File: src/rtl/wb_pkg.sv
// Shared types for the MEM->WB stage: writeback source select and default widths.
package wb_pkg;
    typedef enum logic [1:0] {
        RES_ALU = 2'b00,
        RES_MEM = 2'b01,
        RES_PC4 = 2'b10
    } result_src_e;

    localparam int XLEN_DEF = 32;
endpackage

File: src/rtl/wb_stage_reg_if.sv
// MEM-side payload in, WB-side registered view out; slave is the stage register.
interface wb_stage_reg_if #(
    parameter int XLEN    = 32,
    parameter int RADDR_W = 5
);
    logic               valid_M;
    logic               reg_write_M;
    logic [1:0]         result_src_M;
    logic [XLEN-1:0]    alu_result_M;
    logic [XLEN-1:0]    read_data_M;
    logic [RADDR_W-1:0] rd_M;
    logic [XLEN-1:0]    pc_plus4_M;

    logic               valid_W;
    logic               reg_write_W;
    logic [RADDR_W-1:0] rd_W;
    logic [XLEN-1:0]    result_W;
    logic [XLEN-1:0]    alu_result_W;
    logic [XLEN-1:0]    read_data_W;
    logic [XLEN-1:0]    pc_plus4_W;

    modport master (
        output valid_M, reg_write_M, result_src_M, alu_result_M, read_data_M, rd_M, pc_plus4_M,
        input  valid_W, reg_write_W, rd_W, result_W, alu_result_W, read_data_W, pc_plus4_W
    );
    modport slave (
        input  valid_M, reg_write_M, result_src_M, alu_result_M, read_data_M, rd_M, pc_plus4_M,
        output valid_W, reg_write_W, rd_W, result_W, alu_result_W, read_data_W, pc_plus4_W
    );
endinterface

File: src/rtl/sat_counter.sv
// Saturating up-counter; clear beats increment and the count sticks at all-ones.
module sat_counter #(
    parameter int W = 32
) (
    input  logic         clk,
    input  logic         rst_n,
    input  logic         i_inc,
    input  logic         i_clr,
    output logic [W-1:0] o_q
);
    logic [W-1:0] r_q;

    always_ff @(posedge clk or negedge rst_n) begin
        if (!rst_n)                  r_q <= '0;
        else if (i_clr)              r_q <= '0;
        else if (i_inc && ~&r_q)     r_q <= r_q + 1'b1;
    end

    assign o_q = r_q;
endmodule

File: src/rtl/wb_stage_reg.sv
// MEM->WB pipeline register: stall/flush control, writeback select, gated rd write,
// and retired/bubble performance counters.
module wb_stage_reg
    import wb_pkg::*;
#(
    parameter int XLEN    = XLEN_DEF,
    parameter int RADDR_W = 5,
    parameter int CNT_W   = 32
) (
    input  logic             clk,
    input  logic             rst_n,
    input  logic             stall_W,
    input  logic             flush_W,
    input  logic             cnt_clr,
    wb_stage_reg_if.slave    bus,
    output logic [CNT_W-1:0] retired_cnt,
    output logic [CNT_W-1:0] bubble_cnt
);
    logic               r_valid;
    logic               r_reg_write;
    logic [1:0]         r_src;
    logic [XLEN-1:0]    r_alu;
    logic [XLEN-1:0]    r_rdata;
    logic [RADDR_W-1:0] r_rd;
    logic [XLEN-1:0]    r_pc4;
    logic [XLEN-1:0]    w_result;

    // A flush only kills the slot; payload is left alone so forwarding sources stay stable.
    always_ff @(posedge clk or negedge rst_n) begin
        if (!rst_n) begin
            r_valid     <= 1'b0;
            r_reg_write <= 1'b0;
            r_src       <= '0;
            r_alu       <= '0;
            r_rdata     <= '0;
            r_rd        <= '0;
            r_pc4       <= '0;
        end else if (flush_W) begin
            r_valid     <= 1'b0;
            r_reg_write <= 1'b0;
        end else if (!stall_W) begin
            r_valid     <= bus.valid_M;
            r_reg_write <= bus.reg_write_M;
            r_src       <= bus.result_src_M;
            r_alu       <= bus.alu_result_M;
            r_rdata     <= bus.read_data_M;
            r_rd        <= bus.rd_M;
            r_pc4       <= bus.pc_plus4_M;
        end
    end

    // Reserved code 2'b11 falls back to the ALU result.
    always_comb begin
        w_result = r_alu;
        case (r_src)
            RES_MEM: w_result = r_rdata;
            RES_PC4: w_result = r_pc4;
            default: w_result = r_alu;
        endcase
    end

    assign bus.valid_W      = r_valid;
    assign bus.reg_write_W  = r_reg_write & r_valid & (|r_rd);
    assign bus.rd_W         = r_rd;
    assign bus.result_W     = w_result;
    assign bus.alu_result_W = r_alu;
    assign bus.read_data_W  = r_rdata;
    assign bus.pc_plus4_W   = r_pc4;

    // Counters look at the slot leaving WB, i.e. the pre-edge valid, regardless of flush.
    sat_counter #(.W(CNT_W)) u_retired (
        .clk   (clk),
        .rst_n (rst_n),
        .i_inc (r_valid & ~stall_W),
        .i_clr (cnt_clr),
        .o_q   (retired_cnt)
    );

    sat_counter #(.W(CNT_W)) u_bubble (
        .clk   (clk),
        .rst_n (rst_n),
        .i_inc (~r_valid & ~stall_W),
        .i_clr (cnt_clr),
        .o_q   (bubble_cnt)
    );
endmodule

File: src/flat_wrapper.sv
// flat-port wrapper written by rule: the top's interface ports become plain ports
module wb_stage_reg_flat import wb_pkg::*;
#(
    parameter int XLEN    = XLEN_DEF,
    parameter int RADDR_W = 5,
    parameter int CNT_W   = 32
)
  (clk, rst_n, stall_W, flush_W, cnt_clr, retired_cnt, bubble_cnt, bus_valid_M, bus_reg_write_M, bus_result_src_M, bus_alu_result_M, bus_read_data_M, bus_rd_M, bus_pc_plus4_M, bus_valid_W, bus_reg_write_W, bus_rd_W, bus_result_W, bus_alu_result_W, bus_read_data_W, bus_pc_plus4_W);
  wb_stage_reg_if #(.XLEN(XLEN), .RADDR_W(RADDR_W)) bus_i ();
  input  logic clk;
  input  logic rst_n;
  input  logic stall_W;
  input  logic flush_W;
  input  logic cnt_clr;
  output logic [CNT_W-1:0] retired_cnt;
  output logic [CNT_W-1:0] bubble_cnt;
  input wire logic [$bits(bus_i.valid_M)-1:0] bus_valid_M;
  input wire logic [$bits(bus_i.reg_write_M)-1:0] bus_reg_write_M;
  input wire logic [$bits(bus_i.result_src_M)-1:0] bus_result_src_M;
  input wire logic [$bits(bus_i.alu_result_M)-1:0] bus_alu_result_M;
  input wire logic [$bits(bus_i.read_data_M)-1:0] bus_read_data_M;
  input wire logic [$bits(bus_i.rd_M)-1:0] bus_rd_M;
  input wire logic [$bits(bus_i.pc_plus4_M)-1:0] bus_pc_plus4_M;
  output wire logic [$bits(bus_i.valid_W)-1:0] bus_valid_W;
  output wire logic [$bits(bus_i.reg_write_W)-1:0] bus_reg_write_W;
  output wire logic [$bits(bus_i.rd_W)-1:0] bus_rd_W;
  output wire logic [$bits(bus_i.result_W)-1:0] bus_result_W;
  output wire logic [$bits(bus_i.alu_result_W)-1:0] bus_alu_result_W;
  output wire logic [$bits(bus_i.read_data_W)-1:0] bus_read_data_W;
  output wire logic [$bits(bus_i.pc_plus4_W)-1:0] bus_pc_plus4_W;
  assign bus_i.valid_M = bus_valid_M;
  assign bus_i.reg_write_M = bus_reg_write_M;
  assign bus_i.result_src_M = bus_result_src_M;
  assign bus_i.alu_result_M = bus_alu_result_M;
  assign bus_i.read_data_M = bus_read_data_M;
  assign bus_i.rd_M = bus_rd_M;
  assign bus_i.pc_plus4_M = bus_pc_plus4_M;
  assign bus_valid_W = bus_i.valid_W;
  assign bus_reg_write_W = bus_i.reg_write_W;
  assign bus_rd_W = bus_i.rd_W;
  assign bus_result_W = bus_i.result_W;
  assign bus_alu_result_W = bus_i.alu_result_W;
  assign bus_read_data_W = bus_i.read_data_W;
  assign bus_pc_plus4_W = bus_i.pc_plus4_W;
  wb_stage_reg #(.XLEN(XLEN), .RADDR_W(RADDR_W), .CNT_W(CNT_W)) u_core (.clk(clk), .rst_n(rst_n), .stall_W(stall_W), .flush_W(flush_W), .cnt_clr(cnt_clr), .bus(bus_i), .retired_cnt(retired_cnt), .bubble_cnt(bubble_cnt));
endmodule
File: config.mk
export PLATFORM = sky130hd
export DESIGN_NAME = wb_stage_reg_flat
export DESIGN_NICKNAME = d
export VERILOG_FILES = /design/src/rtl/wb_pkg.sv /design/src/rtl/wb_stage_reg_if.sv /design/src/rtl/sat_counter.sv /design/src/rtl/wb_stage_reg.sv /design/src/flat_wrapper.sv
export SDC_FILE = /design/constraint.sdc
export NUM_CORES = 1
export LEC_CHECK = 0
export ABC_AREA = 0
export ABC_CLOCK_PERIOD_IN_PS = 3950
export CORE_MARGIN = 8
export CORE_UTILIZATION = 49
export DETAILED_ROUTE_END_ITERATION = 10
export PLACE_DENSITY = 0.95
export REMOVE_ABC_BUFFERS = 1
export SYNTH_ARGS = -nofsm -noshare
export SYNTH_HDL_FRONTEND = slang
export SYNTH_HIERARCHICAL = 1
export SYNTH_SLANG_ARGS = --single-unit
File: constraint.sdc
create_clock -name clk -period 3.95 [get_ports clk]
set_clock_uncertainty 0.2 [all_clocks]
set_input_delay 0.9875 -clock clk [delete_from_list [all_inputs] [get_ports clk]]
set_output_delay 0.9875 -clock clk [all_outputs]
set_load 0.01 [all_outputs]
==> qor.yml <==
status: "finished clean"
rsz0062_at_grt: "false"
grt_pass1_vias: 7815
yosys.area_share.simple_pct: 15.0
antenna_found_initial: 2
grt_max_degree: 74
required_ns: 2.76
cts_tree: "yes"
synth.distinct_cells: 43
dpl.cell_count: 1233
finalWeightedCongestion: 0.860
place_area_mm2: 0.0119
place_worst_setup_slack_ns: 0.387
nNetsFinal: 1141
clk_pin_slew_ns: 0.07
layout_commonest_cell: "clkdlybuf4s50_1"
synthAdderAreaFrac_pct: 0.585
max_freq_mhz: 261
synth_top_area_share_pct: 49.5
grt.overflow.total: 0
cp_max_fo: 35
synth_top_family_by_area: "multiplexers"
die_w_um: 148
fin_util_pct: 72.5
end_kind: "output port"
globalRouteTotalUtil_pct: 27.0
design.die.area_mm2: 0.0219
routed_wl_mm: 30.3
synth_largest_area_cell: "dfrtp_1"
instances_no_fill: 1265
die_h_um: 148
met2_usage_pct: 46.5
vdd_drop_max_v: 0.000300
vias_per_cell: 5.98
power_leakage_nw: 5.15
final-hold-violation-count: 0
finalMaxSlewViolations: 0
ios: 309
drtIter0Drc: 733
drtAntennaViolNets: 0
design_area_mm2: 0.0125
drive_gt1_share_pct: 17.0
dr_total_vias: 7563
synth_edf_count: 0
r2r-end: "u_core/u_bubble/o_q[1]"
slew_headroom_pct: 39.9
setup_viol_count_final: 0
syn_inst: 721
arrival_ns: 2.64
synth_mux_area_share_pct: 17.5
power.total_mw: 5.22
hpwlAfterDp_mm: 21.9
start_kind: "flop"
hold_slack_ns: 0.341
startpoint: "u_core/r_src[1]"
async_flop_share_pct: 100
ys_warn_count: 6
grt_pass1_wl_mm: 46.3
cts_max_level: 4
ys_ff_latch: 169
row_count: 48
start_util_pct: 49.8
cts_sinks: 169
synth_compound_area_share_pct: 12.1
crit_type: "reg -> out"
drc: 0
syn_to_final_growth_pct: 45.7
worst_skew_pair.late_latency_ns: 0.43
fin_crit_sh_pct: 96.9
min_period_ns: 3.83
first_pass_iters: 5
layout_setup_ws_ns: 0.122
clockBufferDepth: 2
fin_tns_setup_ns: 0
synth_area_mm2: 0.00855
synth_ff_type: "dfrtp_1"
grtUsageMet3_pct: 8.69
syn_area_per_cell_um2: 11.9
ys_seq_area_share_pct: 49.5
io_buffers: 308
root_buffer: "clkbuf_16"
cp-endpoint: "bus_result_W[2]"
reg2reg_depth: 7
drv_cap: 0
p_per_area_mw_per_mm2: 419
use_met1_pct: 30.8
synth-xor-area-share_pct: 1.64
wl_per_cell_um: 23.9
netlist_top_cells_area: "dfrtp_1 (49%), mux2_4 (13%), mux2_2 (4.3%)"
hold_path_class: "reg -> reg"
crit-reg2reg-launch: "u_core/u_bubble/o_q[0]"
coreArea_mm2: 0.0172
busiest_layer: "met2"
post_cts_buffers: 0
r2r_setup_slack_ns: 1.05
worst_pin_slew_ns: 0.898
most-common-layout-cells: "clkdlybuf4s50_1 (306), dfrtp_1 (169), mux2_4 (72)"
cts-buffers-inserted: 17
-- metal layers --
metal	vias up	wire, um
met2	435	15400
met1	3761	11000
met5	-	13
li1	3303	-
met3	62	2940
met4	2	972
-- worst max-delay path, stage by stage (launching register included) --
cell             delay, ns
dfrtp_1               0.42
ha_2                  0.56
buf_6                 0.31
nand2_1               0.13
o21ai_0               0.13
clkdlybuf4s50_1       0.64
-- sequential cells by signal (all words and copies together) (netlist names) --
name,count
u_core/u_bubble/o_q,32
u_core/bus.valid_W,1
u_core/bus.pc_plus4_W,32
u_core/bus.read_data_W,32
u_core/r_reg_write,1
u_core/r_src,2
u_core/bus.rd_W,5
u_core/bus.alu_result_W,32
u_core/u_retired/o_q,32
-- how the worst min path moves through the flow --
stage	startpoint	endpoint	cells past startpoint
5_1_grt	u_core/bus.alu_result_W[28]	u_core/bus.alu_result_W[28]	1
6_report	u_core/bus.alu_result_W[30]	u_core/bus.alu_result_W[30]	1
4_1_cts	u_core/bus.alu_result_W[7]	u_core/bus.alu_result_W[7]	1
3_5_place_dp	u_core/bus.read_data_W[7]	u_core/bus.read_data_W[7]	1
2_1_floorplan	u_core/r_reg_write	u_core/r_reg_write	2
3_3_place_gp	u_core/bus.alu_result_W[20]	u_core/bus.alu_result_W[20]	1
-- cell families (layout without fill, tap and decap cells) --
family | Yosys count | count (layout)
fa+ha+maj | 4 | 4
xor+xnor | 16 | 16
flops | 169 | 169
buf+inv | 54 | 372
simple gates | 210 | 210
other cells | 0 | 1
compound gates | 159 | 159
mux | 109 | 109
-- what timing repair did --
item,CTS,global route
hold buffers,0,0
endpoints found under the hold margin,0,0
setup endpoints to repair,0,3
resized for setup,0,1
-- where the power goes --
group	switching (mW)	internal, mW
combinational	0.646	0.822
clock	0.711	0.965
sequential	0.179	1.89
-- cell usage after synthesis, types with 12 or more instances --
| cell type | instances |
|---|---|
| a21oi_1 | 36 |
| a22oi_1 | 32 |
| and3_1 | 12 |
| buf_6 | 14 |
| clkbuf_1 | 21 |
| dfrtp_1 | 169 |
| inv_1 | 14 |
| mux2_2 | 33 |
| mux2_4 | 72 |
| nand2_1 | 64 |
| nand3_1 | 16 |
| nor2_1 | 27 |
| o21ai_0 | 42 |
| o31ai_1 | 20 |
| or3_1 | 17 |
| or4_1 | 28 |
| xor2_1 | 12 |
-- area by class of cell --
type / count / area (um2)
Antenna cell: 1 / 2.50
Clock buffer: 21 / 460
Clock inverter: 10 / 118
Fill cell: 1075 / 4720
Inverter: 14 / 52.6
Multi-Input combinational cell: 498 / 4010
Sequential cell: 169 / 4230
Tap cell: 225 / 282
Timing Repair Buffer: 327 / 3300
No activity file was read; power rests on OpenSTA's default activity.
